$ cat src/rtl/max_tracker_pkg.sv
// Shared types and constants for the max_tracker frame scanner.
package max_tracker_pkg;

  // Sample width; fixed to match the upstream comparator stage.
  localparam int DATA_W = 8;

  // Scanner states, 2-bit encoding.
  typedef enum logic [1:0] {
    ST_IDLE  = 2'd0,
    ST_FIRST = 2'd1,
    ST_SCAN  = 2'd2,
    ST_DONE  = 2'd3
  } state_e;

  // Width of a frame index: $clog2(count), but never narrower than 1 bit.
  function automatic int idx_width(input int count);
    return (count > 1) ? $clog2(count) : 1;
  endfunction

endpackage

$ cat src/rtl/cmp_u8.sv
// Combinational unsigned magnitude comparator: eq = (a == b), gt = (a > b).
module cmp_u8
  import max_tracker_pkg::*;
(
  input  logic [DATA_W-1:0] a,
  input  logic [DATA_W-1:0] b,
  output logic              eq,
  output logic              gt
);

  // Both flags come straight from the operands; no state.
  always_comb begin
    eq = (a == b);
    gt = (a > b);
  end

endmodule

$ cat src/rtl/max_tracker.sv
// Frame scanner: accepts COUNT samples over valid/ready and reports the
// running maximum and its frame index with a one-cycle done pulse.
// Optional feature: define MAX_TRACKER_MIN_EN to also track the minimum
// (min_out/min_idx), updated on the same handshakes and reported with done.
//
// state    | meaning
// ---------+------------------------------------------------------------
// ST_IDLE  | waiting for start; result of last frame held on outputs
// ST_FIRST | waiting for sample 0; it seeds the held max (and min)
// ST_SCAN  | comparing samples 1..COUNT-1 against the held values
// ST_DONE  | one-cycle done pulse; outputs carry the final result
module max_tracker
  import max_tracker_pkg::*;
#(
  parameter int COUNT = 8,
  localparam int IDX_W = idx_width(COUNT),
  localparam int CNT_W = $clog2(COUNT) + 1
) (
  input  logic              clk,
  input  logic              rst,
  input  logic              start,
  input  logic              in_valid,
  input  logic [DATA_W-1:0] in_data,
  output logic              in_ready,
  output logic              busy,
  output logic              done,
  output logic [DATA_W-1:0] max_out,
  output logic [IDX_W-1:0]  max_idx
`ifdef MAX_TRACKER_MIN_EN
  ,
  output logic [DATA_W-1:0] min_out,
  output logic [IDX_W-1:0]  min_idx
`endif
);

  localparam logic [CNT_W-1:0] CNT_LAST = CNT_W'(COUNT - 1);
  localparam logic [CNT_W-1:0] CNT_ONE  = CNT_W'(1);

  state_e              state_q, state_d;
  logic [CNT_W-1:0]    cnt_q, cnt_d;
  logic [DATA_W-1:0]   max_q, max_d;
  logic [IDX_W-1:0]    max_idx_q, max_idx_d;
  logic                in_ready_q, in_ready_d;
  logic                busy_q, busy_d;
  logic                done_q, done_d;
  logic                accept;

  // Max path: new sample strictly above the held max replaces it; a tie or
  // a smaller sample keeps the held value so the earliest index wins.
  logic                max_eq, max_gt, max_keep;

  cmp_u8 u_cmp_max (
    .a  (in_data),
    .b  (max_q),
    .eq (max_eq),
    .gt (max_gt)
  );

`ifdef MAX_TRACKER_MIN_EN
  logic [DATA_W-1:0]   min_q, min_d;
  logic [IDX_W-1:0]    min_idx_q, min_idx_d;
  logic                min_eq, min_gt, min_keep;

  // Min path: operands swapped, so gt means the held min is above in_data.
  cmp_u8 u_cmp_min (
    .a  (min_q),
    .b  (in_data),
    .eq (min_eq),
    .gt (min_gt)
  );

  // Ties and larger samples leave the held minimum alone.
  always_comb begin
    min_keep = min_eq | ~min_gt;
  end
`endif

  // Tie-keep decision for the max path.
  always_comb begin
    max_keep = max_eq | ~max_gt;
  end

  // Next-state, counter and result update; outputs are derived from the
  // next state so they appear registered in the cycle the state is entered.
  always_comb begin
    state_d   = state_q;
    cnt_d     = cnt_q;
    max_d     = max_q;
    max_idx_d = max_idx_q;
`ifdef MAX_TRACKER_MIN_EN
    min_d     = min_q;
    min_idx_d = min_idx_q;
`endif
    accept    = in_valid & in_ready_q;

    case (state_q)
      ST_IDLE: begin
        if (start) begin
          state_d = ST_FIRST;
          cnt_d   = '0;
        end
      end

      ST_FIRST: begin
        if (accept) begin
          max_d     = in_data;
          max_idx_d = '0;
`ifdef MAX_TRACKER_MIN_EN
          min_d     = in_data;
          min_idx_d = '0;
`endif
          cnt_d     = CNT_ONE;
          state_d   = (COUNT == 1) ? ST_DONE : ST_SCAN;
        end
      end

      ST_SCAN: begin
        if (accept) begin
          if (!max_keep) begin
            max_d     = in_data;
            max_idx_d = cnt_q[IDX_W-1:0];
          end
`ifdef MAX_TRACKER_MIN_EN
          if (!min_keep) begin
            min_d     = in_data;
            min_idx_d = cnt_q[IDX_W-1:0];
          end
`endif
          cnt_d = cnt_q + CNT_ONE;
          if (cnt_q == CNT_LAST) begin
            state_d = ST_DONE;
          end
        end
      end

      ST_DONE: begin
        state_d = ST_IDLE;
      end

      default: begin
        state_d = ST_IDLE;
      end
    endcase

    in_ready_d = (state_d == ST_FIRST) || (state_d == ST_SCAN);
    busy_d     = (state_d == ST_FIRST) || (state_d == ST_SCAN);
    done_d     = (state_d == ST_DONE);
  end

  // State, counter, result and output registers; reset aborts any frame.
  always_ff @(posedge clk or posedge rst) begin
    if (rst) begin
      state_q    <= ST_IDLE;
      cnt_q      <= '0;
      max_q      <= '0;
      max_idx_q  <= '0;
      in_ready_q <= 1'b0;
      busy_q     <= 1'b0;
      done_q     <= 1'b0;
`ifdef MAX_TRACKER_MIN_EN
      min_q      <= '0;
      min_idx_q  <= '0;
`endif
    end else begin
      state_q    <= state_d;
      cnt_q      <= cnt_d;
      max_q      <= max_d;
      max_idx_q  <= max_idx_d;
      in_ready_q <= in_ready_d;
      busy_q     <= busy_d;
      done_q     <= done_d;
`ifdef MAX_TRACKER_MIN_EN
      min_q      <= min_d;
      min_idx_q  <= min_idx_d;
`endif
    end
  end

  // Output ports are direct flop outputs.
  always_comb begin
    in_ready = in_ready_q;
    busy     = busy_q;
    done     = done_q;
    max_out  = max_q;
    max_idx  = max_idx_q;
`ifdef MAX_TRACKER_MIN_EN
    min_out  = min_q;
    min_idx  = min_idx_q;
`endif
  end

endmodule

$ cat config.mk
export PLATFORM = sky130hd
export DESIGN_NAME = max_tracker
export DESIGN_NICKNAME = d
export VERILOG_FILES = /design/src/rtl/max_tracker_pkg.sv /design/src/rtl/cmp_u8.sv /design/src/rtl/max_tracker.sv
export SDC_FILE = /design/constraint.sdc
export NUM_CORES = 1
export LEC_CHECK = 0
export CELL_PAD_IN_SITES_DETAIL_PLACEMENT = 2
export CELL_PAD_IN_SITES_GLOBAL_PLACEMENT = 2
export CORE_MARGIN = 5
export CORE_UTILIZATION = 31
export DETAILED_ROUTE_END_ITERATION = 16
export GPL_TIMING_DRIVEN = 0
export PLACE_DENSITY = 0.88
export SKIP_LAST_GASP = 1
export SYNTH_ARGS = -nofsm -noshare
export SYNTH_HDL_FRONTEND = slang
export SYNTH_SLANG_ARGS = --single-unit
$ cat constraint.sdc
create_clock -name clk -period 2.8 [get_ports clk]
set_input_delay 0.56 -clock clk [delete_from_list [all_inputs] [get_ports clk]]
set_output_delay 0.56 -clock clk [all_outputs]
set_load 0.05 [all_outputs]
==> out/results.ini, run 1 <==
[timing]
rsz0062_at_grt = no
period_share_pct = 93.2
tightest_slew_ns = 0.763
final-setup-viol-count = 0
fmaxAchievable_ghz = 0.383
finalCriticalPeriod_ns = 2.61
timing.final.ws_setup_ns = 0.191
slew_headroom_pct = 49.1
finalHoldViolations = 0
fin_worst_skew_ns = 0.00122
drv_slew = 0

[layout]
utilization_pct = 42.3
finish.net_count = 176
syn_to_final_growth_pct = 28.9
layout_commonest_cell = clkdlybuf4s50_1
drive_above_1_share_pct = 12.8
diodes = 0
final_cell_mix = clkdlybuf4s50_1, dfrtp_1, inv_1, ha_1, nand2_1
finalNonFillerCells = 197

[setup_path]
r2r_start = max_out[3]$_DFFE_PP0P_
critPathTopFamily = compound AO/OA/AOI/OAI gates
cp_num_buf_inv = 2
cp-startpoint = in_data[0]
cp-start-kind = input pin
critPathRequiredTime_ns = 2.94
crit_fanout = 8
reg2reg_depth = 7
critical_path_depth = 8
critPathSlowestCell = clkdlybuf4s50_1
crit_type = in -> reg
crit_end = max_out[6]$_DFFE_PP0P_
arrival_ns = 2.75
cp-end-kind = flop
worstReg2RegEnd = max_out[6]$_DFFE_PP0P_
max_stage_delay_ns = 0.48
crit_chain = clkdlybuf4s50_1 -> inv_1 -> ha_1 -> nand4_1 -> or2_4 -> a31oi_4 -> a2bb2oi_4 -> mux2_4
rrSetupSlack_ns = 0.52

[cts]
clkSlewWorstSetupHoldPaths_ns = 0.07
clock-root-buffer = clkbuf_8
clk_latency_ns = 0.26
cts_buffers = 3
cts_sinks = 19
htree_num_levels = 1
cts_hold_buf = 0
cts_tree = built
cts.repair.resized = 0
cts_buffer_depth = 2
cts_setup_buffers = 0

[detailed_routing]
drc_errors = 0
avgViaCountPerCell = 5.16
drtIter0Drc = 18
firstDrtPassIters = 2
routed_wl_mm = 3.47
vias = 1017
wire_per_inst_um = 17.6
ant_nets = 0

[synth]
ys_warn_count = 0
synth-seq-area-share_pct = 38.7
synth-seq-cells = 19
synth_fp_nets = 146
synth_cells = 120
syn_avg_cell_area_um2 = 10.2
ys_types = 29
syn_area_um2 = 1230

[floorplan]
row_count = 22
die-area_um2 = 5330
io_pins = 26
core_um2 = 3740
start_util_pct = 32.9
die_y_um = 73.0
die_x_um = 73.0

[place]
place_congestion = 0.831
port_buffers = 25
dp_slack_ns = -0.0969
dp_hpwl_mm = 2.79
dp_cells = 193

[power]
p_leak_nw = 0.727
total_power_mw = 1.91
power_density_nw_per_um2 = 1200
ir_drop_v = 0.000482

[run_status]
status = finished, final reports clean

[global_route]
globalRouteTotalUtil_pct = 14.0
grt_pass1_wl_mm = 5.75
grt_pass1_vias = 1198
grt_max_degree = 20
grt-ovfl-total = 0
antenna_found_initial = 0

[worst_hold_path]
min_path_type = reg -> reg

[flow_run]
maxCapViolations = 0

-- per-stage QoR --
step	setup TNS (ns)	hold slack (ns)	area, um2
floorplan	0	0.452	1230
global placement	-0.0983	0.472	1540
detailed placement	-0.688	0.504	1540
CTS	0	0.516	1590
global route	0	0.541	1590
finish	0	0.517	1590
-- cells in the mapped netlist, drive strengths merged --
library cell | instances | share of area, %
dfrtp | 19 | 39
ha | 14 | 14
inv | 14 | 4.3
nand2 | 12 | 3.7
mux2 | 8 | 9.8
nand3 | 8 | 3.3
o21ai | 8 | 3.3
nand4 | 7 | 4.1
a21oi | 6 | 2.4
o211ai | 4 | 2.4
nor2 | 3 | 0.92
a221oi | 2 | 1.9
buf | 2 | 1.0
nor2b | 2 | 1.0
or2 | 2 | 1.2
a211o | 1 | 0.71
a21o | 1 | 0.61
a2bb2oi | 1 | 2.1
a31oi | 1 | 1.7
and2 | 1 | 0.51
and3 | 1 | 0.61
clkbuf | 1 | 0.30
o21bai | 1 | 0.61
o31ai | 1 | 0.61
-- flip-flops by register name, indices dropped and copies added, names as in the netlist --
signal and flops:
max_idx 3, state_q 2, busy 1, max_out 8
cnt_q 4, done 1
-- report_power, final --
group | switching [mW] | leakage (nW) | internal, mW | total, mW
registers | 0.0924 | 0.242 | 0.381 | 0.473
clock network | 0.0954 | 0.0228 | 0.101 | 0.197
logic | 0.764 | 0.462 | 0.472 | 1.24
total | 0.952 | 0.727 | 0.954 | 1.91
-- worst min-delay path by stage --
stage | startpoint | endpoint | slack (ns) | cells after the start
2_1_floorplan | cnt_q[3]$_DFFE_PP0P_ | cnt_q[3]$_DFFE_PP0P_ | 0.45 | 1
4_1_cts | cnt_q[3]$_DFFE_PP0P_ | cnt_q[3]$_DFFE_PP0P_ | 0.52 | 1
6_report | cnt_q[3]$_DFFE_PP0P_ | cnt_q[3]$_DFFE_PP0P_ | 0.52 | 1
3_3_place_gp | cnt_q[3]$_DFFE_PP0P_ | cnt_q[3]$_DFFE_PP0P_ | 0.47 | 1
5_1_grt | cnt_q[3]$_DFFE_PP0P_ | cnt_q[3]$_DFFE_PP0P_ | 0.54 | 1
3_5_place_dp | cnt_q[3]$_DFFE_PP0P_ | cnt_q[3]$_DFFE_PP0P_ | 0.50 | 1
-- cell type report --
cell class	count	area, um2
buffer	3	16.3
clock buffer	4	45.0
fill	423	2160
inverter	14	52.6
multi-input combinational	84	686
sequential	19	475
tap	48	60.1
timing repair buffer	25	250
-- metal layers --
metal | routed length [um] | track usage (%)
met5 | 0 | 0
met1 | 1510 | 16.0
met3 | 107 | 2.48
met4 | 0 | 3.07
met2 | 1860 | 26.6
-- logic make-up (layout without fill, tap and decap cells) --
logic type | after synthesis | after routing | share of synthesized area [%]
multiplexers | 8 | 8 | 9.77
AND/OR/NAND/NOR | 36 | 36 | 15.3
adder cells (fa/ha/maj) | 14 | 14 | 14.2
AO/OA/AOI/OAI | 26 | 26 | 16.5
buffers and inverters | 17 | 46 | 5.59
flip-flops | 19 | 19 | 38.7
No activity file was read; power rests on OpenSTA's default activity.
==> run 2: changes to the inputs <==
Settings changed: GPL_TIMING_DRIVEN 0 to 1, PLACE_DENSITY 0.88 to not set, PLACE_DENSITY_LB_ADDON set to 0.15.
==> run 2 against run 1 <==
Die area is the same. Critical path depth is 1 higher. First-iteration DRC count grew 67%. Total power shrank 1.1%. Maximum frequency is 4.8% higher. Non-clock buffer count fell by 1. Hold slack lost 0.0081 ns. Register-to-register slack gained 0.13 ns. Via count fell by 2.7%. Clock power about the same. Critical endpoint is now max_out[2]$_DFFE_PP0P_.
==> out/results.ini, run 2 (synthesis results as in run 1) <==
[setup_path]
arrival_ns = 2.64
crit_chain = clkdlybuf4s50_1 -> inv_1 -> ha_1 -> nand4_1 -> or2_4 -> a31oi_4 -> a2bb2oi_4 -> buf_12 -> mux2_4
crit_type = in -> reg
cp-start-kind = input pin
critPathRequiredTime_ns = 2.95
critPathTopFamily = buffers and inverters
max_stage_delay_ns = 0.47
crit_fanout = 8
cp_num_buf_inv = 3
critPathSlowestCell = clkdlybuf4s50_1
cp-end-kind = flop

[detailed_routing]
avgViaCountPerCell = 5.05
drc_errors = 0
drtIter0Drc = 30
firstDrtPassIters = 4
routed_wl_mm = 3.20
ant_nets = 0
wire_per_inst_um = 16.3
vias = 990

[place]
port_buffers = 25
place_congestion = 0.800
dp_hpwl_mm = 2.54

[layout]
largest_reg_flops = 8
ff_latch_area_um2 = 475
multi_input_area_um2 = 686
finish.net_count = 175
drive_above_1_share_pct = 12.8
n_fill_cell = 412
final_cell_mix = clkdlybuf4s50_1, dfrtp_1, inv_1, ha_1, nand2_1
syn_to_final_growth_pct = 29.8
diodes = 0
layout_commonest_cell = clkdlybuf4s50_1

[global_route]
globalRouteTotalUtil_pct = 13.4
grt_pass1_vias = 1147
antenna_found_initial = 0
grt_max_degree = 20
grt-ovfl-total = 0
grt_pass1_wl_mm = 5.54

[cts]
htree_num_levels = 1
cts_buffer_depth = 2
cts.repair.resized = 0
cts_buffers = 3
clock-root-buffer = clkbuf_8
clk_latency_ns = 0.26
cts_setup_buffers = 0
clkSlewWorstSetupHoldPaths_ns = 0.07
cts_sinks = 19
cts_tree = built
cts_hold_buf = 0

[floorplan]
die-area_um2 = 5330
die_y_um = 73.0
die_x_um = 73.0
io_pins = 26
start_util_pct = 32.9
core_um2 = 3740
row_count = 22

[worst_hold_path]
min_path_type = reg -> reg

[timing]
rsz0062_at_grt = no
fin_hold_ws_ns = 0.509
fin_worst_skew_ns = 0.00199
period_share_pct = 88.9
slew_headroom_pct = 47.4
final-setup-viol-count = 0
finalHoldViolations = 0
drv_slew = 0
fmaxAchievable_ghz = 0.402
finalCriticalPeriod_ns = 2.49
tightest_slew_ns = 0.789
fin_setup_tns_ns = 0

[power]
p_leak_nw = 0.732
power_density_nw_per_um2 = 1180
ir_drop_v = 0.000532

[run_status]
status = finished, final reports clean

[flow_run]
maxCapViolations = 0

-- run 2: cell count changes in the layout (fill, tap and decap cells not counted), sizes merged --
cell | previous run | this run
clkbuf | 5 | 4
-- run 2: final timing paths --
path,start,to,slack [ns],cells past startpoint
min in group asynchronous,rst,max_out[3]$_DFFE_PP0P_,0.76,2
max in group asynchronous,rst,max_out[7]$_DFFE_PP0P_,1.56,2
setup / recovery,in_data[0],max_out[2]$_DFFE_PP0P_,0.31,9
hold / removal,cnt_q[3]$_DFFE_PP0P_,cnt_q[3]$_DFFE_PP0P_,0.51,1
hold reg to reg,cnt_q[3]$_DFFE_PP0P_,cnt_q[3]$_DFFE_PP0P_,0.51,1
setup reg to reg,state_q[0]$_DFF_PP0_,cnt_q[2]$_DFFE_PP0P_,0.65,7
-- run 2: worst register-to-register path, delay by kind of cell (launching register included) --
kind	cells	cell delay, ns
AO/OA/AOI/OAI	3	0.81
flip-flops	1	0.42
AND/OR/NAND/NOR	2	0.40
adder cells (fa/ha/maj)	1	0.32
buffers and inverters	1	0.08
-- run 2: stage by stage --
stage / worst slack [ns] / total power [mW] / std cells / utilization (%) / instance area [um2]
after CTS: 0.299 / 1.92 / 196 / 42.6 / 1600
final: 0.310 / 1.89 / 196 / 42.6 / 1600
after detailed placement: 0.0238 / 1.71 / 192 / 41.4 / 1550
after floorplan: 0.426 / 1.33 / 120 / - / 1230
after global routing: 0.249 / 2.03 / 196 / 42.6 / 1600
after global placement: 0.101 / 1.67 / 192 / 41.4 / 1550
-- run 2: report_power, final --
| part | internal, mW | switching [mW] | leakage, nW |
|---|---|---|---|
| sequential | 0.381 | 0.0922 | 0.242 |
| combinational | 0.477 | 0.740 | 0.467 |
| clock | 0.101 | 0.0943 | 0.0228 |
| total | 0.960 | 0.926 | 0.732 |
-- run 2: layout make-up --
type,count,area share (%)
multi-input cells,84,42.9
flip-flops and latches,19,29.8
repair buffers,27,17.4
well taps,48,3.76
inverters,14,3.29
clock buffers,4,2.82
-- run 2: per-layer routing --
| metal | track usage [%] | wire (um) |
|---|---|---|
| met5 | 0 | 0 |
| met4 | 3.07 | 30 |
| met3 | 3.58 | 137 |
| met2 | 22.1 | 1540 |
| met1 | 17.3 | 1490 |
